$ cat src/rtl/button_input_conditioner.sv
// Button input conditioner: four raw push-buttons are synchronized and
// debounced, and a two-state press FSM reports a single accepted press
// (key_valid with key_code) or a rejected multi-button press (key_error).
module button_input_conditioner #(
    parameter int DEBOUNCE_COUNT = 10
) (
    input  logic       clk,
    input  logic       reset,
    input  logic       btnU,
    input  logic       btnD,
    input  logic       btnL,
    input  logic       btnR,
    output logic [1:0] key_code,
    output logic       key_valid,
    output logic       key_error,
    output logic       any_held
);

    localparam int CW = $clog2(DEBOUNCE_COUNT + 1);
    // Counter value in the cycle before it would reach DEBOUNCE_COUNT.
    localparam logic [CW-1:0] CNT_LAST = CW'(DEBOUNCE_COUNT - 1);
    localparam logic [CW-1:0] CNT_ZERO = {CW{1'b0}};
    localparam logic [CW-1:0] CNT_ONE  = CW'(1);

    localparam logic [0:0] ST_IDLE = 1'b0;
    localparam logic [0:0] ST_HELD = 1'b1;

    // Bit index equals the button's key code: U=0, D=1, L=2, R=3.
    logic [3:0]    raw_s;
    logic [3:0]    sync1_r;
    logic [3:0]    sync2_r;
    logic [3:0]    deb_r;
    logic [CW-1:0] cnt_r [0:3];
    logic [0:0]    state_r;
    logic [0:0]    state_nxt_s;
    logic [1:0]    code_nxt_s;
    logic          valid_nxt_s;
    logic          error_nxt_s;
    logic [2:0]    num_high_s;

    // Number of debounced levels currently high.
    function automatic logic [2:0] count_high(input logic [3:0] v);
        logic [2:0] n;
        n = 3'd0;
        for (int i = 0; i < 4; i++) begin
            n = n + {2'b00, v[i]};
        end
        return n;
    endfunction

    // Key code of the single high level in a one-hot vector.
    function automatic logic [1:0] encode_one(input logic [3:0] v);
        logic [1:0] c;
        case (v)
            4'b0001: c = 2'b00;
            4'b0010: c = 2'b01;
            4'b0100: c = 2'b10;
            4'b1000: c = 2'b11;
            default: c = 2'b00;
        endcase
        return c;
    endfunction

    assign raw_s      = {btnR, btnL, btnD, btnU};
    assign num_high_s = count_high(deb_r);
    assign any_held   = |deb_r;

    // Two-flop synchronizer; the only consumer of the raw button inputs.
    always_ff @(posedge clk) begin
        if (reset) begin
            sync1_r <= 4'b0000;
            sync2_r <= 4'b0000;
        end else begin
            sync1_r <= raw_s;
            sync2_r <= sync1_r;
        end
    end

    // Per-button debounce: count consecutive mismatching cycles, toggle on the Nth.
    always_ff @(posedge clk) begin
        if (reset) begin
            deb_r <= 4'b0000;
            for (int i = 0; i < 4; i++) begin
                cnt_r[i] <= CNT_ZERO;
            end
        end else begin
            for (int i = 0; i < 4; i++) begin
                if (sync2_r[i] != deb_r[i]) begin
                    if (cnt_r[i] == CNT_LAST) begin
                        deb_r[i] <= ~deb_r[i];
                        cnt_r[i] <= CNT_ZERO;
                    end else begin
                        cnt_r[i] <= cnt_r[i] + CNT_ONE;
                    end
                end else begin
                    cnt_r[i] <= CNT_ZERO;
                end
            end
        end
    end

    // Press FSM next state: accept one button, reject several, wait for all released.
    always_comb begin
        state_nxt_s = state_r;
        code_nxt_s  = key_code;
        valid_nxt_s = 1'b0;
        error_nxt_s = 1'b0;
        case (state_r)
            ST_IDLE: begin
                if (num_high_s == 3'd1) begin
                    valid_nxt_s = 1'b1;
                    code_nxt_s  = encode_one(deb_r);
                    state_nxt_s = ST_HELD;
                end else if (num_high_s >= 3'd2) begin
                    error_nxt_s = 1'b1;
                    state_nxt_s = ST_HELD;
                end else begin
                    state_nxt_s = ST_IDLE;
                end
            end
            ST_HELD: begin
                if (deb_r == 4'b0000) begin
                    state_nxt_s = ST_IDLE;
                end else begin
                    state_nxt_s = ST_HELD;
                end
            end
            default: begin
                state_nxt_s = ST_IDLE;
            end
        endcase
    end

    // FSM state and registered press outputs.
    always_ff @(posedge clk) begin
        if (reset) begin
            state_r   <= ST_IDLE;
            key_code  <= 2'b00;
            key_valid <= 1'b0;
            key_error <= 1'b0;
        end else begin
            state_r   <= state_nxt_s;
            key_code  <= code_nxt_s;
            key_valid <= valid_nxt_s;
            key_error <= error_nxt_s;
        end
    end

endmodule
$ cat config.mk
export PLATFORM = sky130hd
export DESIGN_NAME = button_input_conditioner
export DESIGN_NICKNAME = d
export VERILOG_FILES = /design/src/rtl/button_input_conditioner.sv
export SDC_FILE = /design/constraint.sdc
export NUM_CORES = 1
export LEC_CHECK = 0
export CELL_PAD_IN_SITES_DETAIL_PLACEMENT = 1
export CELL_PAD_IN_SITES_GLOBAL_PLACEMENT = 1
export CORE_MARGIN = 5
export CORE_UTILIZATION = 35
export DETAILED_ROUTE_END_ITERATION = 6
export PLACE_DENSITY = 0.61
export SLEW_MARGIN = 5
export SYNTH_ARGS = -nofsm -noshare
export SYNTH_HDL_FRONTEND = slang
export SYNTH_SLANG_ARGS = --single-unit
$ cat constraint.sdc
create_clock -name clk -period 3.5 [get_ports clk]
set_input_delay 0.7 -clock clk [delete_from_list [all_inputs] [get_ports clk]]
set_output_delay 0.7 -clock clk [all_outputs]
set_load 0.05 [all_outputs]
=== Word-level counts from Yosys, hierarchy flattened ===
Memories as Yosys holds them, arrays and structs flattened.
Cells that the tools add are included.

* Register bits: 17
* Memory bits (writable): 16
* Bits of input ports: 6
* Output and inout port bits: 5
* Word-level logic and storage cells: 121
* Memories: 1

* Add/subtract/negate cells: 7
* Order comparisons: 1
* Equality and inequality tests: 12
* Muxes and demuxes: 64
* Bitwise operators: 17
* Reduce and logical (&&, ||, !) cells: 9

{| class="wikitable"
|+ Memories
! memory !! words !! bits a word !! rd ports !! clocked after memory_dff !! write ports !! line !! source
|-
| cnt_r || 4 || 4 || 4 || 0 || 4 || 33 || <nowiki>logic [CW-1:0] cnt_r [0:3];</nowiki>
|}

{| class="wikitable"
|+ Operator list
! cell !! number
|-
| two-way mux 1 bit || 50
|-
| two-way mux 4 bit || 12
|-
| equality test 4 bit (second input constant) || 5
|-
| adder 4 x 1 -> 4 bit (second input constant) || 4
|-
| bitwise OR 1 bit || 12
|-
| AND reduction 2 bit || 5
|-
| one-hot mux 2 bit (3 select lines) || 1
|-
| inverter 1 bit || 5
|-
| equality test 4 x 2 -> 1 bit (second input constant) || 1
|-
| equality test 4 x 3 -> 1 bit (second input constant) || 1
|-
| zero test 4 bit || 1
|-
| != test 1 bit || 4
|-
| OR reduction 4 bit || 1
|-
| adder 2 x 1 -> 3 bit || 1
|-
| adder 3 x 1 -> 3 bit || 1
|-
| equality test 3 x 1 -> 1 bit (second input constant) || 1
|-
| >= comparator 3 x 2 -> 1 bit (second input constant) || 1
|-
| OR reduction 3 bit || 1
|-
| adder 1 x 1 -> 2 bit || 1
|-
| one-hot mux 1 bit (2 select lines) || 1
|-
| OR reduction 2 bit || 1
|}

=== Depth between registers and ports, before layout ===
* Depth in word-level cells: 8
* Mapped depth: 10
* Depth with buffers taken out: 9

=== Worst setup path before layout ===
No wires, ideal clock.

* Path type: register -> register
* From: register deb_r[3]
* To: register key_code[1]
* Setup time: 0.070 ns
* Arrival: 2.528 ns
* Data required time: 3.430 ns
* Slack: 0.902 ns
* Stages on the path, launching flop included: 11
* Buffers on the path: 1
* Clock period less this slack: 2.598 ns
* Cell sequence: dfxtp_1 -> clkbuf_1 -> inv_1 -> fa_1 -> inv_1 -> ha_1 -> inv_1 -> ha_1 -> or4b_4 -> or3b_1 -> a21oi_1

* Cells in the longest elaborated chain, start to end: 3
* Elaborated cells on any way between the ends: 7
* Classes of those cells: add/sub: 1; eq/ne: 4; mux: 1; reduce/logical: 1

{| class="wikitable"
|+ RTL lines
! element !! line !! source
|-
| start, declared || 32 || <nowiki>logic [3:0] deb_r;</nowiki>
|-
| start signal, assigned by index || 90 || <nowiki>deb_r[i] <= ~deb_r[i];</nowiki>
|-
| adder 3 x 1 -> 3 bit || 46 || <nowiki>n = n + {2'b00, v[i]};</nowiki>
|-
| equality test 3 x 1 -> 1 bit || 110 || <nowiki>if (num_high_s == 3'd1) begin</nowiki>
|-
| AND reduction 2 bit (no line) || -- ||
|-
| end signal, assigned || 143 || <nowiki>key_code <= code_nxt_s;</nowiki>
|-
| end, declared || 13 || <nowiki>output logic [1:0] key_code,</nowiki>
|}

Parallel ways exist; a longest one is shown, timed or not.
A chain may end at the register's enable or synchronous reset.

=== Worst setup path after layout ===
Ends and elaborated chain as after synthesis.

==> flow_summary.toml <==
[synth]
ys_top_cells_by_area = "edfxtp_1 32%, dfxtp_1 22%, ha_1 11%"
synth_ff_type = "dfxtp_1"
yosys_register_bits = 33
synth_area_mm2 = 0.00151
synth_edf_count = 16
synth_common_cells = "22 x nor2_1, 17 x dfxtp_1, 16 x edfxtp_1, 13 x ha_1, 10 x inv_1"
yosys.area.top_type_share_pct = 31.7
synthDistinctLibCells = 23
syn_inst = 133
async_reset_ff_share_pct = 0
ys_seq_area_share_pct = 54.2
yosysWarnings = 0
synth_area_per_cell_um2 = 11.4
synth_area_leader_cell = "edfxtp_1"
yosys.cell_count.top_type = "nor2_1"

[timing]
max_clock_freq_mhz = 377
worstMarginPinSlew_ps = 750
setup-violations-final = 0
whs_ps = 438
finalMaxSlewViolations = 0
finalSetupTns_ps = 0
hold_viol_final = 0
finClkSkew_ps = 10.1
slew_headroom_pct = 49.8
period_needed_ps = 2650
rsz0062_at_grt = "false"
min_period_over_period_pct = 75.9

[power_and_ir_drop]
irDropWorstVdd_mv = 0.273
p_comb_share_pct = 5.1
p_leak_nw = 0.767
powerDensity_mw_per_mm2 = 417
power_switching_mw = 0.159
p_int_mw = 0.598
seqPwrFrac_pct = 56.6
swShare_pct = 21.0
clockPowerShare_pct = 38.3

[route]
totalWireLength_um = 2410
drc_errors = 0
vias = 956
vias_per_cell = 4.45
first_pass_iters = 2
wl_per_cell_um = 11.2
first_iter_violations = 23
antenna_left = 0

[min_path]
hold_path.class = "register to register"
hold-path-cell-count = 1
holdCritStartpoint = "sync1_r[3]$_SDFF_PP0_"
hold_end = "sync2_r[3]$_SDFF_PP0_"

[clock_network]
clk_path_buf_depth = 2
cts_tree = "yes"
numCtsBuffers = 5
clk_pin_slew_ps = 70
hold_buffers = 0
cts_root_buf = "clkbuf_8"
cts_resized = 0
htreeDepth = 2
clkLatencyLatePin_ps = 280
cts_sinks = 33
cts_setup_buffers = 0

[critical_path]
start_kind = "register"
timing.reg2reg.setup_slack_ps = 850
worstPathMaxFanout = 6
r2r_end = "key_code[1]$_SDFFE_PP0P_"
critPathKind = "register to register"
crit_path_start = "deb_r[3]$_SDFFE_PP0P_"
arrival_ps = 2850
ff2ff_path_depth = 9
reg2reg_from = "deb_r[3]$_SDFFE_PP0P_"
crit_required_ps = 3700
critPathCaptureType = "register"

[grt]
grt_pass1_vias = 985
grt_start_max_net_pins = 22
grt_pass1_wl_um = 4130
gr-total-overflow = 0
antenna_found_initial = 0
grt_usage_pct = 9.64

[die]
fp.dieArea_mm2 = 0.00574
row_count = 24
num_io_pins = 11
coreArea_mm2 = 0.00426
start_util_pct = 35.5
die_h_um = 75.8
die_w_um = 75.8

[finish]
nNetsFinal = 182
stdcell_count = 215
syn_to_final_growth_pct = 19.8
antenna_cells = 0
post-route-util_pct = 42.5
fill_cells = 475
drive_above_1_share_pct = 4.29

[place]
numPortBuffers = 10
dp_hpwl_um = 1860
dp.cells = 207
globalplace.congestion = 0.694

[flow_run]
maxCapViolations = 0

[outcome]
status = "completed"
## stage by stage
| stage | power (mW) | area (um^2) | setup slack [ps] |
|---|---|---|---|
| 2_1_floorplan | 0.461 | 1570 | 902 |
| 3_5_place_dp | 0.475 | 1720 | 831 |
| 3_3_place_gp | 0.472 | 1720 | 954 |
| 5_1_grt | 0.790 | 1810 | 701 |
| 4_1_cts | 0.773 | 1810 | 821 |
| 6_report | 0.757 | 1810 | 845 |
## kinds of logic after synthesis
logic type | share of synthesized area (%)
AND/OR/NAND/NOR | 18.1
flip-flops | 54.2
adder cells (fa/ha/maj) | 12.1
XOR/XNOR | 7.52
buffers and inverters | 3.31
multiplexers | 3.31
AO/OA/AOI/OAI | 1.24
other | 0.248
## final cells by class
class                           count  area (um^2)  area share (%)
Multi-Input combinational cell    102          699            38.6
Tap cell                           52         65.1            3.59
Sequential cell                    33          821            45.3
Clock buffer                        8         90.1            4.97
Timing Repair Buffer               10          100            5.52
Inverter                           10         37.5            2.07
## how the worst max path moves through the flow
stage,to,depth (start not counted),slack (ps)
final,key_code[1]$_SDFFE_PP0P_,9,850
after detailed placement,key_code[1]$_SDFFE_PP0P_,9,830
after global routing,key_code[0]$_SDFFE_PP0P_,9,700
after global placement,key_code[1]$_SDFFE_PP0P_,9,950
after CTS,key_code[1]$_SDFFE_PP0P_,9,820
after floorplan,key_code[1]$_SDFFE_PP0P_,10,900
## registers in the layout, summed over array words and instances (netlist names)
signal and flops:
cnt_r 16, deb_r 4, sync1_r 4, sync2_r 4, key_code 2, key_error 1
key_valid 1, state_r 1
## layout by cell type (no fill, tap or decap), drive strengths merged
| master | n |
|---|---|
| mux2i | 5 |
| dfxtp | 17 |
| edfxtp | 16 |
| nor2 | 22 |
| ha | 13 |
| conb | 16 |
| nand2 | 3 |
| nor4 | 1 |
| nor3b | 2 |
| clkdlybuf4s50 | 10 |
| nand3b | 8 |
| a21oi | 2 |
| xnor2 | 5 |
| nand3 | 4 |
| clkbuf | 8 |
| a311oi | 1 |
| or4b | 1 |
| xor2 | 8 |
| or3b | 1 |
| or3 | 1 |
| nor2b | 8 |
| inv | 10 |
| fa | 1 |
## power by group through the flow
stage,registers [mW],clock network [mW],logic (mW)
after detailed placement,0.437,0,0.0390
final,0.428,0.290,0.0386
after global routing,0.429,0.316,0.0447
after global placement,0.436,0,0.0367
after CTS,0.428,0.305,0.0391
after floorplan,0.434,0,0.0269
## routing by layer
metal	GRT usage [%]	up-vias	part of all wire, %
met5	0	-	0
met4	3.11	0	1.4
met3	4.09	6	5.3
met2	17.4	13	51
met1	10.0	459	42
li1	-	478	-
## critical path, stage by stage (launching register included)
cell     delay [ps]
dfxtp_1         450
inv_1            90
fa_1            490
inv_1            50
ha_1            180
inv_1            60
ha_1            230
or4b_4          510
or3b_1          370
a21oi_1         140
Power figures use the tool's default switching activity.
==> RTL edit, RTL diff (same settings) <==
Add an input register stage for `btnU`; this delays it by one clock. The other inputs are not delayed to match.
--- a/src/rtl/button_input_conditioner.sv
+++ b/src/rtl/button_input_conditioner.sv
@@ -25,4 +25,10 @@
     localparam logic [0:0] ST_IDLE = 1'b0;
     localparam logic [0:0] ST_HELD = 1'b1;
+
+    logic btnU_q;
+
+    always_ff @(posedge clk) begin
+        btnU_q <= btnU;
+    end
 
     // Bit index equals the button's key code: U=0, D=1, L=2, R=3.
@@ -62,5 +68,5 @@
     endfunction
 
-    assign raw_s      = {btnR, btnL, btnD, btnU};
+    assign raw_s      = {btnR, btnL, btnD, btnU_q};
     assign num_high_s = count_high(deb_r);
     assign any_held   = |deb_r;
Function: same outputs for any inputs over 10 cycles, from zero or initial values and one cycle with reset high; that may be too few to reach the edited logic, so the function may still have changed.
==> RTL edit against the original RTL <==
Wire length fell by 2.1%; design area rose by 1.2%; power rose by 1.8%; count of clock-buffer cells in the layout fell by 1; global-route usage fell by 0.39 points; sequential cell count rose by 1; worst setup slack got worse by 12 ps; sequential power rose by 3%; synthesized area rose by 1.2%.
==> RTL edit: results (changes against the original RTL) <==
status=finished clean; Layout fillers=479 (+0.84%); met1 usage=0.0945 (-0.00578); number of iterations in the first detailed-routing pass=4 (+2); DR iter-0 viols=15 (-35%); CP arrival=2870 ps (+20 ps); met3 GRT Util=0.0355 (-0.00544); Synth Area in Adders=0.119 (-0.00148); met2 WL=1170 µm (-4.6%); Post-Route M1 WL=1000 µm (-1.7%); number of synthesized flops with an enable pin=16 (unchanged); antenna violations before repair=0 (unchanged); layout cells sized above 1=0.0488 (+0.00584); post-synthesis cell type count=22 (-4.3%); Worst Skew=4.29 ps (-5.80 ps); Hold Crit Class=flop to flop; commonest cells in the netlist=22 x nor2_1, 18 x dfxtp_1, 16 x edfxtp_1; slowest stage delay, CP=520 ps; Max IR drop VDD=0.189 mV (-31%); antenna cells=0 (unchanged); sequential-to-total area share from yosys stat=0.549 (+0.00642); mux share of post-synthesis cell area=0.0327 (-0.000405); post-CTS sizing=0 (unchanged); worst hold start=btnU_q; routed len/inst=10.9 µm (-2.6%); uppermost layer routed=met4; Yosys top cell area share=0.313 (-0.00389); DR vias/cell=4.54 (+2.1%); XOR/XNOR share of the synthesized area=0.0743 (-0.000921); wire length on met3=122 µm (-4.7%); final estimated routing congestion in global placement=0.703 (+1.3%); first-pass GRT wire length=4310 µm (+4.2%); worst hold stages=1 (unchanged); met2 usage=0.156 (-0.0181); Total GRT Usage=0.0926 (-0.00388); R2R Path End=key_code[1]; Worst-path clk slew=70 ps (about the same); compound-cell area share of the yosys netlist=0.0122 (-0.000152); DP HPWL=1830 µm (-1.4%); Slew headroom=0.516 (+0.0175); PortBufs=10 (unchanged); Post-synth ARST share=0 (unchanged); nets=183 (+0.55%); largest cells by area after synthesis=edfxtp_1 31%, dfxtp_1 24%, ha_1 11%; Ys Warns=0 (unchanged); Leakage=0.779 nW (+1.5%); Worst Hold Path EP=sync1_r[0]; number of global-route vias before repair=1,080 (+9.6%); CP delay by family, top=simple AND/OR/NAND/NOR gates
## RTL edit: area by class of cell
| cell class | count | share of cell area |
|---|---|---|
| Tap cell | 52 | 0.0355 |
| Timing Repair Buffer | 10 | 0.0546 |
| Multi-Input combinational cell | 102 | 0.381 |
| Inverter | 10 | 0.0205 |
| Clock inverter | 1 | 0.00273 |
| Clock buffer | 7 | 0.0471 |
| Sequential cell | 34 | 0.458 |
## RTL edit: how the worst max path moves through the flow
stage              from           to  slack, ps  cells after the start
6_report       deb_r[3]  key_code[1]        830                      9
5_1_grt        deb_r[3]  key_code[1]        650                      9
4_1_cts        deb_r[3]  key_code[1]        810                      9
3_5_place_dp   deb_r[3]  key_code[1]        830                      9
3_3_place_gp   deb_r[3]  key_code[1]        950                      9
2_1_floorplan  deb_r[3]  key_code[1]        900                     10
## RTL edit: cell families after synthesis
group / Yosys count
XOR/XNOR: 13
adder cells (fa/ha/maj): 14
AND/OR/NAND/NOR: 51
multiplexers: 5
other: 1
flip-flops: 34
AO/OA/AOI/OAI: 3
buffers and inverters: 13
## RTL edit: report_power, final
part / internal (mW) / leakage (nW) / switching, mW / total [mW]
clock: 0.159 / 0.0482 / 0.134 / 0.293
combinational: 0.0188 / 0.418 / 0.0189 / 0.0377
sequential: 0.430 / 0.312 / 0.00964 / 0.440
total: 0.608 / 0.779 / 0.163 / 0.771
## RTL edit: metrics by stage
stage / setup WS (ps) / hold WS (ps) / instances / utilization / cell area (µm²)
floorplan: 902 / 414 / 149 / - / 1590
global placement: 953 / 419 / 208 / 0.406 / 1740
detailed placement: 826 / 431 / 208 / 0.406 / 1740
CTS: 811 / 449 / 216 / 0.427 / 1830
global route: 652 / 460 / 216 / 0.427 / 1830
finish: 833 / 444 / 216 / 0.427 / 1830
